`config.mk`:
```
export PLATFORM = sky130hd
export DESIGN_NAME = pipe_hazard_ctl
export DESIGN_NICKNAME = d
export VERILOG_FILES = /design/src/rtl/pipe_hazard_ctl.sv
export SDC_FILE = /design/constraint.sdc
export NUM_CORES = 1
export LEC_CHECK = 0
export CORE_MARGIN = 2
export CORE_UTILIZATION = 37
export CTS_CLUSTER_DIAMETER = 80
export CTS_CLUSTER_SIZE = 40
export DETAILED_ROUTE_END_ITERATION = 8
export PLACE_DENSITY = 0.95
export SYNTH_ARGS = -nofsm -noshare
export SYNTH_HDL_FRONTEND = slang
export SYNTH_SLANG_ARGS = --single-unit
```
`constraint.sdc`:
```
create_clock -name clock -period 4.66 [get_ports clock]
set_input_delay 0.699 -clock clock [delete_from_list [all_inputs] [get_ports clock]]
set_output_delay 0.699 -clock clock [all_outputs]
set_load 0.005 [all_outputs]
```
`src/rtl/pipe_hazard_ctl.sv`:
```
// pipe_hazard_ctl: forwarding select, load-use / MD interlock, IF flush and
// multi-cycle multiply/divide busy tracking for the 5-stage pipeline.
// Optional macro HAZ_PERF_CNT_EN enables saturating stall/flush counters;
// without it stall_cnt/flush_cnt are constant zero.
module pipe_hazard_ctl #(
    parameter int REG_AW  = 5,
    parameter int MUL_LAT = 4,
    parameter int DIV_LAT = 32,
    parameter int CNT_W   = 16
) (
    input  logic              clock,
    input  logic              reset,
    input  logic [REG_AW-1:0] id_rs,
    input  logic [REG_AW-1:0] id_rt,
    input  logic              id_use_rs,
    input  logic              id_use_rt,
    input  logic              id_is_md,
    input  logic              id_md_div,
    input  logic              id_rd_hilo,
    input  logic              id_br_taken,
    input  logic [REG_AW-1:0] ern,
    input  logic              ewreg,
    input  logic              em2reg,
    input  logic [REG_AW-1:0] mrn,
    input  logic              mwreg,
    input  logic              mm2reg,
    output logic [1:0]        fwda,
    output logic [1:0]        fwdb,
    output logic              wpcir,
    output logic              nop,
    output logic              flush_if,
    output logic              md_start,
    output logic              md_busy,
    output logic [CNT_W-1:0]  stall_cnt,
    output logic [CNT_W-1:0]  flush_cnt
);

    typedef enum logic {IDLE, BUSY} state_t;

    // Counter only ever holds LAT-1, so clog2(max LAT) bits are enough.
    localparam int MAX_LAT = (MUL_LAT > DIV_LAT) ? MUL_LAT : DIV_LAT;
    localparam int MW      = (MAX_LAT > 1) ? $clog2(MAX_LAT) : 1;

    state_t        state, state_nxt;
    logic [MW-1:0] md_cnt, md_cnt_nxt;
    logic          load_use, md_hazard, stall;

    // EX result wins over MEM; register 0 is hardwired and never forwarded.
    function automatic logic [1:0] fwd_sel(input logic [REG_AW-1:0] x);
        logic [1:0] s;
        s = 2'b00;
        if (ewreg && ern != '0 && ern == x && !em2reg)
            s = 2'b01;
        else if (mwreg && mrn != '0 && mrn == x)
            s = mm2reg ? 2'b11 : 2'b10;
        return s;
    endfunction

    // Forwarding selects and stall/flush decode
    always_comb begin
        fwda      = fwd_sel(id_rs);
        fwdb      = fwd_sel(id_rt);
        load_use  = em2reg && ern != '0 &&
                    ((id_use_rs && ern == id_rs) || (id_use_rt && ern == id_rt));
        md_hazard = md_busy && (id_is_md || id_rd_hilo);
        stall     = load_use || md_hazard;
        wpcir     = !stall;
        nop       = stall;
        flush_if  = id_br_taken && !stall;
    end

    // MD FSM next state, countdown and start pulse
    always_comb begin
        state_nxt  = state;
        md_cnt_nxt = md_cnt;
        md_start   = 1'b0;
        md_busy    = 1'b0;
        case (state)
            IDLE: begin
                md_start = id_is_md && !load_use;
                if (md_start) begin
                    md_cnt_nxt = id_md_div ? MW'(DIV_LAT - 1) : MW'(MUL_LAT - 1);
                    state_nxt  = BUSY;
                end
            end
            BUSY: begin
                md_busy = 1'b1;
                if (md_cnt == '0)
                    state_nxt = IDLE;
                else
                    md_cnt_nxt = md_cnt - MW'(1);
            end
            default: state_nxt = IDLE;
        endcase
    end

    // MD FSM state register; reset aborts an op in flight
    always_ff @(posedge clock or posedge reset) begin
        if (reset) begin
            state  <= IDLE;
            md_cnt <= '0;
        end else begin
            state  <= state_nxt;
            md_cnt <= md_cnt_nxt;
        end
    end

`ifdef HAZ_PERF_CNT_EN
    logic [CNT_W-1:0] stall_q, flush_q;

    // Saturating performance counters
    always_ff @(posedge clock or posedge reset) begin
        if (reset) begin
            stall_q <= '0;
            flush_q <= '0;
        end else begin
            if (stall && stall_q != '1)
                stall_q <= stall_q + CNT_W'(1);
            if (flush_if && flush_q != '1)
                flush_q <= flush_q + CNT_W'(1);
        end
    end

    assign stall_cnt = stall_q;
    assign flush_cnt = flush_q;
`else
    assign stall_cnt = '0;
    assign flush_cnt = '0;
`endif

endmodule

```
* Yosys cells after proc, flatten, opt, wreduce, memory -nomap -nowiden
Index checks and enable logic that the tools add are counted.
Widths: inputs -> output; s select.
** Word-level totals
- Output and inout port bits :: 41
- Word-level logic and storage cells :: 49
- Register bits :: 6
- Bits of input ports :: 32
** Operators by class
- $add $sub $neg :: 1
- Reduce and logical (&&, ||, !) cells :: 25
- Equal/unequal tests :: 6
- Muxes and demuxes :: 14
- Bitwise operators :: 1
** Operator list (number)
- $eq 5x5->1 :: 4
- $logic_and 1x1->1 :: 15
- $mux 5 :: 3
- $pmux 5 s2 :: 1
- $reduce_bool 5->1 :: 2
- $mux 2 :: 4
- $logic_not 5->1 :: 1
- $mux 1 :: 5
- $sub 5x1->5 const B :: 1
- $ne 2x2->1 const B :: 2
- $logic_not 1->1 :: 3
- $logic_or 1x1->1 :: 3
- $pmux 1 s2 :: 1
- $reduce_and 2->1 :: 1
- $not 1->1 :: 1

* Logic depth before layout (Yosys ltp)
- Depth in word-level cells :: 8
- Gate-level depth with buffers :: 7
- Gate-level depth less buffers :: 7

* Least setup slack after synthesis
No wires, ideal clock.
- Path kind :: in2out
- Start point :: in ern[1]
- End point :: out flush_if
- Data arrival time :: 1.733 ns
- Required time :: 3.961 ns
- Cell stages on the path :: 4
- Setup slack :: 2.228 ns
- Path buffers :: 0
- Path through :: or4_4 -> o21ai_4 -> or2_1 -> and3_1
** On the way
- Word-level cells in the longest chain between the ends :: 7
- Elaborated cells between the ends (all ways) :: 11
- Those cells by class :: eq/ne: 2; reduce/logical: 9
** RTL lines
- from (decl) :: line 21 : input logic [REG_AW-1:0] ern,
- $eq 5x5->1 :: line 64 : ((id_use_rs && ern == id_rs) || (id_use_rt && ern == id_rt));
- $logic_and 1x1->1 :: line 64
- $logic_or 1x1->1 :: line 64
- $logic_and 1x1->1 * :: line 63 : load_use = em2reg && ern != '0 &&
- $logic_or 1x1->1 * :: line 66 : stall = load_use || md_hazard;
- $logic_not 1->1 * :: line 69 : flush_if = id_br_taken && !stall;
- $logic_and 1x1->1 * :: line 69
- to (decl) :: line 31 : output logic flush_if,
Mark *: on every way between the ends. The rest lies on a longest branch, timed or not.

* Final worst setup path
- Start point :: in ern[0]
- End point :: out flush_if
Same word-level chain as after synthesis.

==> impl_results.md <==
* Die width at 55.43 um
* Worst min path class: reg2reg
* Syn Inst Count at 121
* Sequential element share of the synthesized area at 15.35%
* Flop pwr share at 31.2%
* Hold path startpoint: md_cnt[1]$_DFFE_PP0P_
* Drt drc at 0
* Most common cell after layout, fill and taps aside: clkdlybuf4s50_1
* Io pins at 73
* Root Driver: clkbuf_4
* Syn-to-layout area delta at 33.50%
* Slew Limit Fails at 0
* Synth warn at 0
* Clk Latency, worst-skew pair at 0.24 ns
* Maxcap violations at 0
* WL/cell at 11.25 um
* Grt total ovfl at 0
* CP Max Fanout at 5
* Row count at 18
* Int Pwr at 222.3 uW
* Layout Nets at 196
* Status: finished clean
* Cts bufs inserted at 3
* Vias at 880
* Clk slew on worst S/H paths at 0.04 ns
* DR pass1 iterations at 4
* Synthesized flop and latch total at 6
* Worst EP arrival at 2.78 ns
* Die H at 55.43 um
* Layout Skew at 0.004177 ns
* Total power divided by cell area at 282.5 nW/um2
* Crit share post-route at 74.69%
* Lkg Pwr at 0.5775 nW
* Setup violators final at 0
* GRT Overall Usage at 13.05%
* RSZ-0062 raised after global routing: false
* CP Class: in2out
* HPWL Detailed at 1.935 mm
* Share of cells above drive strength 1 at 5.590%
* Switch share at 39.75%
* Initial core utilization at 39.14%
* Slowest stage delay, CP at 0.53 ns
* Initial antenna violation count at 0
* Final Hold Viols at 0
* Cell variety after synth at 38
* Gate power share at 55.7%
* Min Tclk post-route at 3.481 ns
* VDD IR max at 0.0002001 V
* CTS H-tree depth at 1
* Cell Chain, Critical Path: clkdlybuf4s50_1 -> xor2_1 -> nor3_1 -> a32oi_2 -> or2_1 -> and3_1 -> clkdlybuf4s50_1
* Critical R2R Launch: md_cnt[0]$_DFFE_PP0P_
* Vias in the first global route at 831
* Type of origin of the critical path: primary input
* CP startpoint: ern[0]
* Critical Path Slowest Stage Cell: clkdlybuf4s50_1
* Largest net degree at the start of global routing at 12
* Max frequency at 287.3 MHz
* Most frequent cells in the layout: clkdlybuf4s50_1 (40), conb_1 (32), xor2_1 (14), nor2_1 (7)
* Avg Cell Area, Syn at 8.086 um2
* Hold slack at 0.5623 ns
* ANT cells at 0
* Post-route ant nets at 0
* Post-CTS sizing at 0
* First-pass GRT wire length at 3.263 mm
* Hold Buf Count CTS at 0
* Setup TNS at 0 ns
* Synth Cell Area at 978.4 um2
* Crit end category: primary output
* Psw at 146.7 uW
* Final WL at 2.148 mm
* Clock Sink Count at 6
* Postcts setup bufs at 0
* CTS tree: yes
* Clk buf depth at 2
* I/O Buffers at 40
* DR iter-0 viols at 12
* CP dominant cell by count: clkdlybuf4s50_1
* GPL Wtd Cong at 0.8100
* Clock share of power at 13.1%
* Critical path buffer and inverter count at 2
* Die area at 3072 um2
* Worst Path Required at 3.96 ns
* Post-DR vias/cell at 4.607
* Top cell family by delay on the critical path: buffers and inverters
* CORE AREA at 2500 um2
## layer usage
layer	up-vias	global-route usage (%)	routed length [um]
met3	2	3.513	195
li1	436	-	-
met2	51	25.85	1230
met5	-	0	0
met1	391	11.95	716
met4	0	6.272	5
## cells by family after synthesis
family,after synthesis,share of synthesized area [%]
muxes,1,1.534
other,1,0.3833
AOI/OAI and AO/OA,19,15.86
and+or+nand+nor,35,20.72
DFF,6,15.34
xor gates and xnor gates,20,17.90
adders and majority gates,1,1.279
buffers and inverters,38,26.98
## cell usage after synthesis
| library cell | instances | share of area (%) |
|---|---|---|
| and2_1 | 1 | 0.64 |
| o21ai_4 | 1 | 1.7 |
| nand2_1 | 5 | 1.9 |
| dfrtp_1 | 6 | 15 |
| a32oi_2 | 1 | 1.7 |
| mux2_4 | 1 | 1.5 |
| nor4_1 | 3 | 1.9 |
| conb_1 | 1 | 0.38 |
| o21ai_0 | 4 | 2.0 |
| ha_1 | 1 | 1.3 |
| o31a_1 | 2 | 1.8 |
| and3_1 | 1 | 0.64 |
| o21ai_2 | 1 | 0.90 |
| or4b_1 | 1 | 1.0 |
| xor2_1 | 14 | 13 |
| buf_4 | 32 | 25 |
| or2_1 | 1 | 0.64 |
| nand2b_1 | 2 | 1.3 |
| nor3_1 | 1 | 0.51 |
| nor4b_1 | 1 | 0.90 |
| a211oi_1 | 3 | 2.3 |
| buf_2 | 1 | 0.51 |
| nand3_1 | 3 | 1.5 |
| nor3_2 | 1 | 1.0 |
| a21oi_1 | 1 | 0.51 |
| o31ai_1 | 1 | 0.77 |
| nor3b_1 | 2 | 1.5 |
| or4_4 | 1 | 1.2 |
| o32ai_1 | 1 | 0.90 |
| nor2_1 | 7 | 2.7 |
| o41ai_1 | 1 | 0.90 |
| xnor2_1 | 6 | 5.4 |
| a211o_1 | 1 | 0.90 |
| a21o_1 | 2 | 1.5 |
| nor2b_1 | 4 | 2.6 |
| clkbuf_1 | 1 | 0.38 |
| or4_1 | 1 | 0.77 |
| inv_1 | 4 | 1.5 |
## per-stage QoR
step | setup slack, ns | instances | power [mW] | utilization [%] | area (um2)
after floorplan | 2.228 | 152 | 0.2562 | - | 1095
after detailed placement | 1.164 | 188 | 0.3208 | 51.35 | 1284
final | 1.179 | 191 | 0.3690 | 52.25 | 1306
after global placement | 1.185 | 188 | 0.3121 | 51.35 | 1284
after global routing | 1.102 | 191 | 0.3987 | 52.25 | 1306
after CTS | 1.168 | 191 | 0.3718 | 52.25 | 1306
## area by class of cell
| cell class | instances | area, um2 |
|---|---|---|
| fill | 234 | 1194 |
| multi-input combinational | 108 | 680.7 |
| timing repair buffer | 40 | 400.4 |
| sequential | 6 | 150.1 |
| tap | 30 | 37.54 |
| clock buffer | 3 | 22.52 |
| inverter | 4 | 15.01 |
## state kept, by name (all words and copies together) (netlist names)
signal,count
md_cnt,5
state,1
## power groups by stage
stage / Clock [mW] / Combinational, mW / Sequential, mW
2_1_floorplan: 0 / 0.162 / 0.0941
3_3_place_gp: 0 / 0.198 / 0.114
3_5_place_dp: 0 / 0.207 / 0.114
4_1_cts: 0.0508 / 0.206 / 0.114
5_1_grt: 0.0533 / 0.225 / 0.121
6_report: 0.0482 / 0.206 / 0.115
## tightest hold or removal path, cell delays in order, from the launching register on
cell     delay (ns)
dfrtp_1        0.36
o21ai_0        0.10
nand2_1        0.07
## final timing paths
path	end	slack, ns	cells after the start
max	flush_if	1.18	7
min	md_cnt[1]$_DFFE_PP0P_	0.56	2
max reg2reg	md_cnt[2]$_DFFE_PP0P_	3.02	7
min reg2reg	md_cnt[1]$_DFFE_PP0P_	0.56	2
max in group asynchronous	state$_DFF_PP0_	3.79	2
min in group asynchronous	md_cnt[4]$_DFFE_PP0P_	0.67	2
No activity file was read; power rests on OpenSTA's default activity.
==> RTL edit 1: new RTL, same settings <==
The parameter `CNT_W` goes from 16 to 32.
--- a/src/rtl/pipe_hazard_ctl.sv
+++ b/src/rtl/pipe_hazard_ctl.sv
@@ -6,7 +6,7 @@
     parameter int REG_AW  = 5,
     parameter int MUL_LAT = 4,
     parameter int DIV_LAT = 32,
-    parameter int CNT_W   = 16
+    parameter int CNT_W   = 32
 ) (
     input  logic              clock,
     input  logic              reset,
Interface: changed (resized flush_cnt and stall_cnt); port bits go from 73 to 105. No check against the original RTL was run, so the function may have changed too.
==> RTL edit 1 against the original RTL <==
First-iteration DRC count decreased by 42%; utilization decreased by 5.7 points; worst setup slack got worse by 0.073 ns; critical path depth decreased by 1; count of clock-buffer cells in the layout unchanged; synthesized area increased by 25%; final area increased by 11%; clock power increased by 3%; sequential power about the same; routed wire length increased by 14%; power increased by 1.8%; non-clock buffer count unchanged; sequential cell count unchanged; highest routed layer unchanged.
==> RTL edit 1: results (changes against the original RTL) <==
Parameter                              Value

Run status
  Outcome    completed

Worst setup path
  Stage delay of the slowest cell on the critical path    0.59 ns (+0.06 ns)
  Worst-case reg-to-reg path depth    6 (-1)
  Gate family responsible for the most delay along the worst path    simple AND/OR/NAND/NOR gates
  Worst endpoint data arrival time    2.85 ns (+0.07 ns)
  Slowest library cell on the worst path    sky130_fd_sc_hd__or4_4
  Reg-to-reg slack, setup    2.98 ns (-0.04 ns)

Place
  HPWL reported at the end of detailed placement    2180 µm (+13%)
  Worst setup slack after placement    1.111 ns (-0.05271 ns)

Final layout
  Combined flip-flop and latch cell area    150.1 µm² (unchanged)
  Multi-input combinational cell count    140 (+30%)
  Multi-input logic portion of the cell area    55.46% (+3.4 points)
  Clock buf/inv share    1.560% (-0.16 points)
  Layout filler cell count    313 (+34%)
  Fraction of cell area in non-clock buffers    27.73% (-2.9 points)
  Fin nets    228 (+16%)
  Non-clock buffers    40 (unchanged)

GRT
  Via count of the first global-routing pass    862 (+3.7%)
  GRT Resource Usage Total    12.63% (-0.42 points)

Power
  Internal Power    222.3 µW (about the same)
  Leakage power figure    0.6812 nW (+18%)
  Power per cell area    260.1 nW/µm² (-7.9%)
  Part of the power in registers    30.7% (-0.5 points)
  Worst supply voltage drop on vdd    0.09075 mV (-55%)

Route
  Overall via count from detail_route    967 (+9.9%)
  Post-DR wirelength/cell    10.35 µm (-7.9%)
  DRC marker count from the first detailed-route iteration    7 (-5)

Timing
  Worst hold margin    0.5498 ns (-0.01255 ns)
  Worst clock skew    0.001491 ns (-0.002686 ns)

Synthesis
  Most frequent cells after synthesis    sky130_fd_sc_hd__buf_4 (64), sky130_fd_sc_hd__xor2_1 (14), sky130_fd_sc_hd__nor2_1 (7)
  Synth cell types    38 (unchanged)
  Seq/Total Area, Yosys    12.32% (-3.0 points)
  Area contributors post-synth    sky130_fd_sc_hd__buf_4 (39%), sky130_fd_sc_hd__dfrtp_1 (12%), sky130_fd_sc_hd__xor2_1 (10%)
RTL edit 1: metal layers:
metal | track usage [%] | part of all wire, % | vias up
met3 | 4.412 | 9.7 | 6
met1 | 12.58 | 34 | 432
met4 | 4.559 | 2.2 | 0
met2 | 24.01 | 54 | 62
li1 | - | - | 467
met5 | 0 | 0 | -
RTL edit 1: cells by family after synthesis:
group | share of synthesized area (%)
xor gates and xnor gates | 14.37
buffers and inverters | 41.37
and+or+nand+nor | 16.63
muxes | 1.232
DFF | 12.32
adders and majority gates | 1.027
other | 0.3077
AOI/OAI and AO/OA | 12.73
RTL edit 1: metrics by stage:
step	std cells	instance area [µm²]	utilization [%]
after global routing	237	1444	46.53
after CTS	237	1444	46.53
after detailed placement	234	1421	45.81
after floorplan	216	1455	-
after global placement	234	1421	45.81
final	237	1444	46.53
RTL edit 1: worst min-delay path, cell delays in order (launching register included):
cell                      delay, ns
sky130_fd_sc_hd__dfrtp_1       0.36
sky130_fd_sc_hd__o21ai_0       0.09
sky130_fd_sc_hd__nand2_1       0.06
==> RTL edit 2: new RTL, config.mk and constraints unchanged <==
Without the edit above. Add an input register stage for `id_md_div`; this delays it by one clock. The other inputs are not delayed to match.
--- a/src/rtl/pipe_hazard_ctl.sv
+++ b/src/rtl/pipe_hazard_ctl.sv
@@ -41,6 +41,12 @@
     localparam int MAX_LAT = (MUL_LAT > DIV_LAT) ? MUL_LAT : DIV_LAT;
     localparam int MW      = (MAX_LAT > 1) ? $clog2(MAX_LAT) : 1;
 
+    logic id_md_div_q;
+
+    always_ff @(posedge clock) begin
+        id_md_div_q <= id_md_div;
+    end
+
     state_t        state, state_nxt;
     logic [MW-1:0] md_cnt, md_cnt_nxt;
     logic          load_use, md_hazard, stall;
@@ -79,7 +85,7 @@
             IDLE: begin
                 md_start = id_is_md && !load_use;
                 if (md_start) begin
-                    md_cnt_nxt = id_md_div ? MW'(DIV_LAT - 1) : MW'(MUL_LAT - 1);
+                    md_cnt_nxt = id_md_div_q ? MW'(DIV_LAT - 1) : MW'(MUL_LAT - 1);
                     state_nxt  = BUSY;
                 end
             end
Behaviour: not the same (Yosys sat finds a counterexample within 10 cycles, from zero or initial values and one cycle with reset high).
==> RTL edit 2 against the original RTL <==
Via count is 3.3% lower; maximum frequency hardly changed; final area hardly changed; routed wire length is 6.1% lower; worst setup slack better by 0.0026 ns; sequential cell count is 1 higher; utilization is 0.53 points higher; final cell count stayed put; sequential power is 3% lower; power is 3.6% higher; synthesized area is 1.2% lower; first-iteration DRC count is 25% lower; critical path type unchanged; largest power group unchanged; highest routed layer is now met3.
==> RTL edit 2: results (changes against the original RTL) <==
Parameter                              Value

Run status
  Outcome    completed

Synthesis
  Seq/Total Area, Yosys    17.59% (+2.2 points)
  Synth cell types    34 (-11%)
  Post-Synthesis Cells    118 (-2.5%)
  Share of flip-flops with an asynchronous set or reset after synthesis    85.71% (-14 points)
  Area contributors post-synth    sky130_fd_sc_hd__buf_4 (25%), sky130_fd_sc_hd__dfrtp_1 (16%), sky130_fd_sc_hd__xor2_1 (13%)
  Most frequent cells after synthesis    sky130_fd_sc_hd__buf_4 (32), sky130_fd_sc_hd__xor2_1 (14), sky130_fd_sc_hd__inv_1 (8)
  Most frequently used flop master after synthesis    sky130_fd_sc_hd__dfrtp_1

Power
  Leakage power figure    0.6010 nW (+4.1%)
  Worst supply voltage drop on vdd    0.2370 mV (+18%)
  Net switching share of the total power    37.21% (-2.5 points)

Place
  Post-placement cell count    187 (-0.53%)
  RD Place Congestion    0.7163 (-12%)
  Worst setup slack after placement    1.177 ns (+0.01254 ns)
  HPWL reported at the end of detailed placement    1797 µm (-7.2%)
  Placed inst area    1281 µm² (-0.19%)
  Port Buf Inserts    40 (unchanged)

Route
  Detailed Route WL    2018 µm (-6.1%)
  DRC marker count from the first detailed-route iteration    9 (-3)
  Number of detailed-route iterations in the first pass    4 (unchanged)
  Post-DR wirelength/cell    10.57 µm (-6.1%)
  Via density per instance    4.455 (-3.3%)

Final layout
  Share of post-route cells with drive strength above 1    5.590% (unchanged)
  Fin nets    195 (-0.51%)
  Largest registers in the final layout    md_cnt: 5 flops, id_md_div_q: 1 flops, state: 1 flops
  Diode insertion count for antenna repair    0 (unchanged)

CTS
  Clock latency on the worst-skew pair    0.24 ns (about the same)
  Clock slew at reported path FFs    roughly 0.050 ns
  Total CTS buffers    3 (unchanged)
  H-tree lvl count    1 (unchanged)
  Clock buffer depth    2 (unchanged)

GRT
  Via count of the first global-routing pass    740 (-11%)
  Pin count of the biggest net entering global routing    9 (-3)
  Antenna violations before repair    0 (unchanged)
  GRT Resource Usage Total    13.59% (+0.54 points)
  First-pass GRT wire length    2946 µm (-9.7%)

Hold path
  Type of the most critical hold path    reg2reg

Worst setup path
  Slowest library cell on the worst path    sky130_fd_sc_hd__or4_4
  Maximum fanout encountered on the critical timing path    5 (unchanged)
  Worst endpoint data arrival time    2.78 ns (about the same)
  Gate family responsible for the most delay along the worst path    buffers and inverters
  Stage delay of the slowest cell on the critical path    0.57 ns (+0.04 ns)

Timing
  Worst clock skew    0.0001873 ns (-0.003990 ns)
  Tightest slew margin relative to the limit    between 40% and 50%
[RTL edit 2: cell types whose count changed after synthesis, sizes merged, moves of 2 or more]
cell / unedited run / this run
inv: 4 / 8
nor2: 7 / 3
a211oi: 3 / 0
a32o: 0 / 3
o21ai: 6 / 3
nand2: 5 / 7
nand2b: 2 / 0
o31a: 2 / 0
[RTL edit 2: kinds of logic (layout without fill, tap and decap cells)]
group / after synthesis / in the layout / synth area share, %
adder cells (fa/ha/maj): 1 / 1 / 1.293
AO/OA/AOI/OAI: 19 / 19 / 16.95
flip-flops: 7 / 7 / 17.59
XOR/XNOR: 21 / 21 / 19.02
buffers and inverters: 40 / 52 / 27.94
multiplexers: 1 / 1 / 1.035
other: 1 / 32 / 0.3877
AND/OR/NAND/NOR: 28 / 28 / 15.78
[RTL edit 2: area by class of cell]
type | instances | area [µm²]
clock buffer | 4 | 26.28
fill | 257 | 1170
inverter | 8 | 30.03
multi-input combinational | 102 | 643.1
sequential | 7 | 170.2
tap | 30 | 37.54
timing repair buffer | 40 | 400.4
[RTL edit 2: worst reg2reg max path: cells and delay by family, from the launching register on]
family | cells | cell delay, ns
adders and majority gates | 1 | 0.20
buffers and inverters | 2 | 0.17
DFF | 1 | 0.36
AOI/OAI and AO/OA | 2 | 0.90
and+or+nand+nor | 1 | 0.19
[RTL edit 2: power groups by stage]
stage	logic, mW	registers (mW)	clock network, mW
detailed placement	0.220	0.112	0
finish	0.219	0.111	0.0523
CTS	0.221	0.111	0.0557
global route	0.248	0.116	0.0601
floorplan	0.157	0.108	0
global placement	0.214	0.111	0
[RTL edit 2: final timing paths]
kind	startpoint	to	slack (ns)	cells past startpoint
max	ern[1]	md_start	1.18	6
min	id_md_div_q	md_cnt[4]	0.43	2
max reg2reg	md_cnt[0]	md_cnt[3]	2.72	6
min reg2reg	id_md_div_q	md_cnt[4]	0.43	2
max in group asynchronous	reset	md_cnt[4]	3.82	2
min in group asynchronous	reset	md_cnt[0]	0.66	2
[RTL edit 2: per-layer routing]
layer  GRT usage [%]  wire [µm]  vias up
met5               0          0        -
met4           6.098          0        0
met3           3.763        253        0
met2           27.18       1060       38
met1           12.44        704      392
li1                -          -      421
